[config.mk]
export PLATFORM = sky130hd
export DESIGN_NAME = seq_digit_adder
export DESIGN_NICKNAME = d
export VERILOG_FILES = /design/src/rtl/arith_pkg.sv /design/src/rtl/digit_adder.sv /design/src/rtl/seq_digit_adder.sv
export SDC_FILE = /design/constraint.sdc
export NUM_CORES = 1
export LEC_CHECK = 0
export CAP_MARGIN = 20
export CELL_PAD_IN_SITES_DETAIL_PLACEMENT = 0
export CELL_PAD_IN_SITES_GLOBAL_PLACEMENT = 1
export CORE_MARGIN = 5
export CORE_UTILIZATION = 43
export CTS_BUF_LIST = sky130_fd_sc_hd__clkbuf_8
export CTS_CLUSTER_SIZE = 12
export DETAILED_ROUTE_END_ITERATION = 10
export PLACE_DENSITY_LB_ADDON = 0.1
export SETUP_SLACK_MARGIN = 0.1
export SYNTH_ARGS = -nofsm -noshare
export SYNTH_HDL_FRONTEND = slang
export SYNTH_SLANG_ARGS = --single-unit
export TNS_END_PERCENT = 10
[constraint.sdc]
create_clock -name clk -period 2.8 [get_ports clk]
set_input_delay 0.84 -clock clk [delete_from_list [all_inputs] [get_ports clk]]
set_output_delay 0.84 -clock clk [all_outputs]
set_load 0.01 [all_outputs]
[src/rtl/arith_pkg.sv]
// arith_pkg: shared types and helpers for the sequential digit adder.
//   state_t  - controller states (IDLE, RUN, DONE)
//   ndig_of  - number of digits an operand is split into
//   cnt_w    - digit counter width, never less than one bit
package arith_pkg;

  typedef enum logic [1:0] {
    IDLE = 2'd0,
    RUN  = 2'd1,
    DONE = 2'd2
  } state_t;

  function automatic int ndig_of(input int width, input int digit);
    return width / digit;
  endfunction

  function automatic int cnt_w(input int ndig);
    return (ndig <= 1) ? 1 : $clog2(ndig);
  endfunction

endpackage

[src/rtl/digit_adder.sv]
// digit_adder: combinational ripple of DIGIT one-bit full-adder cells.
//   x, y     - DIGIT-bit addends
//   ci       - carry into bit 0
//   s        - DIGIT-bit sum
//   co       - carry out of the top bit
//   c_msb_in - carry into the top bit (signed-overflow detection)
module digit_adder #(
  parameter int DIGIT = 2
) (
  input  logic [DIGIT-1:0] x,
  input  logic [DIGIT-1:0] y,
  input  logic             ci,
  output logic [DIGIT-1:0] s,
  output logic             co,
  output logic             c_msb_in
);

  logic [DIGIT:0] c;

  assign c[0] = ci;

  for (genvar i = 0; i < DIGIT; i++) begin : g_fa
    assign s[i]   = x[i] ^ y[i] ^ c[i];
    assign c[i+1] = (x[i] & y[i]) | (c[i] & (x[i] ^ y[i]));
  end

  assign co       = c[DIGIT];
  assign c_msb_in = c[DIGIT-1];

endmodule

[src/rtl/seq_digit_adder.sv]
// seq_digit_adder: multi-cycle adder/subtractor processing DIGIT bits per
// clock with a registered carry chained between digits.
//   clk, rst_n           - clock, asynchronous active-low reset
//   in_valid, in_ready   - operand handshake (a, b, cin, sub)
//   a, b                 - WIDTH-bit operands
//   cin                  - carry-in for add; ignored for subtract
//   sub                  - 0: a+b+cin, 1: a-b
//   out_valid, out_ready - result handshake
//   sum                  - WIDTH-bit result, modulo 2^WIDTH
//   cout                 - carry out of the MSB (subtract: 1 = no borrow)
//   ovf                  - two's-complement signed overflow
module seq_digit_adder
  import arith_pkg::*;
#(
  parameter int WIDTH = 8,
  parameter int DIGIT = 2
) (
  input  logic             clk,
  input  logic             rst_n,
  input  logic             in_valid,
  output logic             in_ready,
  input  logic [WIDTH-1:0] a,
  input  logic [WIDTH-1:0] b,
  input  logic             cin,
  input  logic             sub,
  output logic             out_valid,
  input  logic             out_ready,
  output logic [WIDTH-1:0] sum,
  output logic             cout,
  output logic             ovf
);

  localparam int NDIG = ndig_of(WIDTH, DIGIT);
  localparam int CW   = cnt_w(NDIG);
  localparam logic [CW-1:0] LAST = CW'(NDIG - 1);

  if (WIDTH < 1 || DIGIT < 1 || (WIDTH % DIGIT) != 0) begin : g_bad_params
    $error("seq_digit_adder: DIGIT must be >= 1 and divide WIDTH exactly");
  end

  state_t state, state_nx;

  logic [WIDTH-1:0] a_q, b_q, sum_q;
  logic [CW-1:0]    cnt_q;
  logic             carry_q, cout_q, ovf_q;

  logic             accept, last_dig;
  logic [DIGIT-1:0] x_dig, y_dig, s_dig;
  logic             co_dig, cmsb_dig;

  assign accept   = in_valid && in_ready;
  assign last_dig = (cnt_q == LAST);

  // One shared digit adder, its operands selected by the digit counter.
  assign x_dig = a_q[cnt_q*DIGIT +: DIGIT];
  assign y_dig = b_q[cnt_q*DIGIT +: DIGIT];

  digit_adder #(.DIGIT(DIGIT)) u_digit (
    .x        (x_dig),
    .y        (y_dig),
    .ci       (carry_q),
    .s        (s_dig),
    .co       (co_dig),
    .c_msb_in (cmsb_dig)
  );

  always_ff @(posedge clk or negedge rst_n) begin
    if (!rst_n) state <= IDLE;
    else        state <= state_nx;
  end

  always_comb begin
    state_nx = state;
    unique case (state)
      IDLE:    if (accept)    state_nx = RUN;
      RUN:     if (last_dig)  state_nx = DONE;
      DONE:    if (out_ready) state_nx = IDLE;
      default:                state_nx = IDLE;
    endcase
  end

  always_comb begin
    in_ready  = 1'b0;
    out_valid = 1'b0;
    unique case (state)
      IDLE:    in_ready  = 1'b1;
      RUN:     ;
      DONE:    out_valid = 1'b1;
      default: ;
    endcase
  end

  // Subtraction is a + ~b + 1: invert B once at load and seed the carry.
  always_ff @(posedge clk or negedge rst_n) begin
    if (!rst_n) begin
      a_q     <= '0;
      b_q     <= '0;
      sum_q   <= '0;
      cnt_q   <= '0;
      carry_q <= 1'b0;
      cout_q  <= 1'b0;
      ovf_q   <= 1'b0;
    end else begin
      unique case (state)
        IDLE: begin
          if (accept) begin
            a_q     <= a;
            b_q     <= sub ? ~b : b;
            carry_q <= sub ? 1'b1 : cin;
            cnt_q   <= '0;
          end
        end
        RUN: begin
          sum_q[cnt_q*DIGIT +: DIGIT] <= s_dig;
          carry_q <= co_dig;
          cnt_q   <= cnt_q + 1'b1;
          if (last_dig) begin
            cout_q <= co_dig;
            ovf_q  <= cmsb_dig ^ co_dig;
          end
        end
        default: ;
      endcase
    end
  end

  assign sum  = sum_q;
  assign cout = cout_q;
  assign ovf  = ovf_q;

endmodule

==> impl_metrics.yaml, run 1 <==
routing:
  wire_per_inst_um: 15.3
  ant_nets: 0
  drt_iter0_markers: 39
  vias: 1037
  routed_wl_um: 3100
  via_per_inst: 5.13
  drc: 0
  drtPass1Iterations: 3
sta:
  finalHoldWorstSlack_ns: 0.502
  fin_crit_sh: 0.902
  rsz0062_at_grt: "no"
  finClkSkew_ns: 0.00627
  setup_viol: 0
  min_period_ns: 2.53
  fmax_ghz: 0.396
  finalHoldViolCount: 0
  slew_headroom: 0.701
  tightestPinTransition_ns: 0.449
  slew_violations: 0
  finalSetupTns_ns: 0
clock_network:
  root_buffer: "clkbuf_8"
  postCtsSetupRepairBufs: 0
  clk_path_buf_depth: 2
  clk_latency_ns: 0.28
  clkSinkCount: 31
  ctsResizeCount: 0
  h-tree-depth: 2
  cts_tree: "yes"
  clk_pin_slew_ns: 0.06
  cts_hold_repair.buffers: 0
  cts_buffers: 5
worst_setup_path:
  worstPathArrival_ns: 2.69
  cp_max_fo: 4
  crit_path_frequent_cell: "fa_1"
  path_cells: "mux4_2 -> fa_1 -> fa_1 -> and4b_1 -> mux2_2"
  start_kind: "flip-flop"
  required_ns: 2.96
  critPathMaxStageDelay_ns: 0.53
  worstRegToRegCells: 5
  end_kind: "flip-flop"
  critPathKind: "flip-flop to flip-flop"
  cp_slowest_cell: "mux4_2"
cells_and_area:
  num_antenna_cells: 0
  syn_to_final_growth_pct: 30.4
  nets: 183
  drive_gt1_frac: 0.292
  stdcell_area_mm2: 0.00213
  utilization: 0.581
synthesis:
  ys_ff_latch: 31
  syn_nets: 144
  synth_top_area_cell: "dfrtp_1"
  syn_inst: 114
  seq_area_frac_synth: 0.475
  synthDominantCellAreaShare: 0.475
  synth.avg_cell_area_um2: 14.3
  netlist_area_mm2: 0.00163
  ys_types: 22
  ys_warn_count: 0
  synthTopCellsByArea: "dfrtp_1 48%, mux2_2 18%, mux4_2 5.5%"
placed_design:
  io_buffer_count: 33
  globalplace.congestion: 0.780
  hpwl_um: 2340
  place_area_mm2: 0.00202
die:
  row_count: 22
  dieArea_mm2: 0.00513
  dieWidth_um: 71.6
  start_util: 0.446
  fp.coreArea_mm2: 0.00366
  die_h_um: 71.6
  num_io_pins: 34
power:
  powerDensity_mw_per_mm2: 1180
  static-leakage-power_nw: 0.933
  irDropWorstVdd_mv: 0.493
min_path:
  holdPathStages: 1
  hold_class: "flip-flop to flip-flop"
global_routing:
  grtUsageTotal: 0.141
  grt_pass1_vias: 1188
  grt_pass1_wl_um: 5510
  antenna_found_initial: 0
  grt_overflow: 0
  grt_max_degree: 32
run:
  maxCapViolations: 0
run_status:
  status: "complete, no violations"
-- metrics by stage --
stage / worst slack [ns] / cells / power, mW
after floorplan: 0.309 / 114 / 1.71
after global placement: 0.286 / 194 / 2.12
after detailed placement: 0.213 / 194 / 2.15
after CTS: 0.197 / 202 / 2.54
after global routing: 0.118 / 202 / 2.70
final: 0.275 / 202 / 2.52
-- area by class of cell --
class	count	area, um^2
Clock buffer	7	96.3
Clock inverter	1	3.75
Timing Repair Buffer	37	360
Sequential cell	31	777
Tap cell	48	60.1
Inverter	4	15.0
Fill cell	306	1530
Multi-Input combinational cell	74	816
-- cells by family (layout without fill, tap and decap cells) --
family / after synthesis / in the layout / share of synthesized area
XOR/XNOR: 9 / 9 / 0.0483
flip-flops: 31 / 31 / 0.475
adder cells (fa/ha/maj): 8 / 8 / 0.0706
buffers and inverters: 9 / 49 / 0.0284
multiplexers: 31 / 31 / 0.241
AO/OA/AOI/OAI: 5 / 5 / 0.0230
AND/OR/NAND/NOR: 21 / 21 / 0.113
-- synth_stat cells, drive strengths merged --
master / instances
mux2: 26
buf: 5
nor4bb: 6
nand3b: 3
o21ba: 1
xor2: 9
and3b: 4
o21ai: 2
a31o: 1
fa: 2
inv: 4
mux4: 4
mux2i: 1
o221ai: 1
ha: 6
nor3b: 1
and4b: 2
nand2b: 2
or3b: 1
dfrtp: 31
nor2: 2
-- path summary, 6_finish.rpt --
check	slack [ns]	start	endpoint
max	0.27	cnt_q[0]	sum[3]
min	0.50	b_q[5]	b_q[5]
max reg2reg	0.27	cnt_q[0]	sum[3]
min reg2reg	0.50	b_q[5]	b_q[5]
max in group asynchronous	1.54	rst_n	cnt_q[0]
min in group asynchronous	0.96	rst_n	sum[6]
-- layer usage --
metal / vias up / wire, um / GRT usage
met5: - / 0 / 0
met4: 0 / 52 / 0.0626
met3: 5 / 120 / 0.0337
met2: 22 / 1690 / 0.257
met1: 519 / 1230 / 0.154
li1: 491 / - / -
-- cells in the final DEF (no fill, tap or decap), drive strengths merged, types with 3 or more instances in the layout --
cell type and count:
clkbuf 7, and3b 4, mux4 4, ha 6, nand3b 3, nor4bb 6
dfrtp 31, buf 4, mux2 26, inv 5, xor2 9, clkdlybuf4s50 33
-- sequential cells by signal, indices dropped and copies added, names as in the netlist --
| signal | cells |
|---|---|
| a_q | 8 |
| cout | 1 |
| ovf | 1 |
| sum | 8 |
| carry_q | 1 |
| b_q | 8 |
| state | 2 |
| cnt_q | 2 |
-- where the power goes --
| part | leakage (nW) | internal (mW) | total [mW] | switching [mW] |
|---|---|---|---|---|
| sequential | 0.382 | 0.664 | 0.831 | 0.167 |
| combinational | 0.495 | 0.783 | 1.31 | 0.526 |
| clock | 0.0557 | 0.220 | 0.377 | 0.156 |
-- critical path: cells and delay by family (launching register included) --
| kind | cells | cell delay [ns] |
|---|---|---|
| adder cells (fa/ha/maj) | 2 | 0.97 |
| multiplexers | 2 | 0.79 |
| flip-flops | 1 | 0.42 |
| AND/OR/NAND/NOR | 1 | 0.23 |
Power figures use the tool's default switching activity.
==> run 2: changes to the inputs <==
--- a/config.mk
+++ b/config.mk
@@ -13,7 +13,7 @@
 export CTS_BUF_LIST = sky130_fd_sc_hd__clkbuf_8
 export CTS_CLUSTER_SIZE = 12
 export DETAILED_ROUTE_END_ITERATION = 10
-export PLACE_DENSITY_LB_ADDON = 0.1
+export PLACE_DENSITY = 0.79
 export SETUP_SLACK_MARGIN = 0.1
 export SYNTH_ARGS = -nofsm -noshare
 export SYNTH_HDL_FRONTEND = slang
==> impl_metrics.yaml, run 2 (synthesis gave the netlist of run 1 again) <==
run_status:
  status: "complete, no violations"
sta:
  slew_violations: 0
  postLayoutSetupSlackWorst_ns: 0.250
  fin_crit_sh: 0.911
  finalHoldViolCount: 0
  slew_headroom: 0.698
  fmax_ghz: 0.392
  finClkSkew_ns: 0.00336
  tightestPinTransition_ns: 0.451
  min_period_ns: 2.55
  finalSetupTns_ns: 0
  setup_viol: 0
  rsz0062_at_grt: "no"
cells_and_area:
  nets: 183
  drive_gt1_frac: 0.273
  num_antenna_cells: 0
  most-common-layout-cells: "33 x clkdlybuf4s50_1, 31 x dfrtp_1, 26 x mux2_2"
  utilization: 0.574
  syn_to_final_growth_pct: 28.8
  final_common_cell: "clkdlybuf4s50_1"
routing:
  drtPass1Iterations: 3
  drt_iter0_markers: 47
  via_per_inst: 5.04
  vias: 1018
  ant_nets: 0
  routed_wl_um: 2930
  drc: 0
  wire_per_inst_um: 14.5
die:
  start_util: 0.446
  dieArea_mm2: 0.00513
  num_io_pins: 34
  dieWidth_um: 71.6
  row_count: 22
  die_h_um: 71.6
  fp.coreArea_mm2: 0.00366
clock_network:
  root_buffer: "clkbuf_8"
  clk_pin_slew_ns: 0.06
  clk_latency_ns: 0.27
  h-tree-depth: 2
  clkSinkCount: 31
  cts_tree: "yes"
  clk_path_buf_depth: 2
  ctsResizeCount: 0
  cts_buffers: 5
  postCtsSetupRepairBufs: 0
  cts_hold_repair.buffers: 0
global_routing:
  grtUsageTotal: 0.130
  grt_overflow: 0
  grt_pass1_vias: 1087
  antenna_found_initial: 0
  grt_max_degree: 32
  grt_pass1_wl_um: 5070
worst_setup_path:
  start_kind: "flip-flop"
  required_ns: 3.01
  critPathKind: "flip-flop to flip-flop"
  cp_slowest_cell: "fa_1"
  path_cells: "mux4_2 -> fa_1 -> fa_1 -> nor4bb_1 -> mux2_2"
  cp_max_fo: 4
  critPathMaxStageDelay_ns: 0.56
  crit_path_frequent_cell: "fa_1"
  end_kind: "flip-flop"
  worstPathArrival_ns: 2.76
power:
  irDropWorstVdd_mv: 0.544
  powerDensity_mw_per_mm2: 1150
  power.total_mw: 2.43
  static-leakage-power_nw: 0.929
placed_design:
  hpwl_um: 2310
  pre_cts_ws_ns: 0.238
  io_buffer_count: 33
  globalplace.congestion: 0.840
min_path:
  hold_class: "flip-flop to flip-flop"
run:
  maxCapViolations: 0
run 2: through the flow:
step	hold WS [ns]	std cells	instance area [um^2]
final	0.503	202	2100
after global routing	0.519	202	2100
after CTS	0.507	202	2100
after detailed placement	0.493	194	2020
after global placement	0.489	194	2020
after floorplan	0.475	114	1630
run 2: worst max-delay path: cells and delay by family (launching register included):
kind	cells	cell delay, ns
muxes	2	0.74
and+or+nand+nor	1	0.29
DFF	1	0.44
adders and majority gates	2	1.03
run 2: report_power, final:
group,internal (mW),switching [mW],total (mW)
clock network,0.166,0.150,0.316
registers,0.662,0.162,0.824
logic,0.768,0.517,1.29
total,1.60,0.829,2.43
run 2: path summary, 6_finish.rpt:
kind | slack [ns] | from | to | cells past startpoint
max | 0.25 | cnt_q[0] | sum[7] | 5
max in group asynchronous | 1.56 | rst_n | ovf | 2
min in group asynchronous | 0.96 | rst_n | sum[1] | 2
min | 0.50 | sum[0] | sum[0] | 1
min reg2reg | 0.50 | sum[0] | sum[0] | 1
max reg2reg | 0.25 | cnt_q[0] | sum[7] | 5
run 2: per-layer routing:
metal | global-route usage | share of wire | vias to the layer above
li1 | - | - | 491
met1 | 0.146 | 0.41 | 499
met2 | 0.221 | 0.52 | 26
met3 | 0.0533 | 0.068 | 2
met4 | 0.0438 | 0.0034 | 0
met5 | 0 | 0 | -
run 2: final cells by class:
type / count / area (um^2)
fill: 319 / 1560
clock inverter: 3 / 12.5
timing repair buffer: 37 / 360
sequential: 31 / 776
multi-input combinational: 74 / 810
clock buffer: 5 / 68.8
inverter: 4 / 15.0
tap: 48 / 60.1
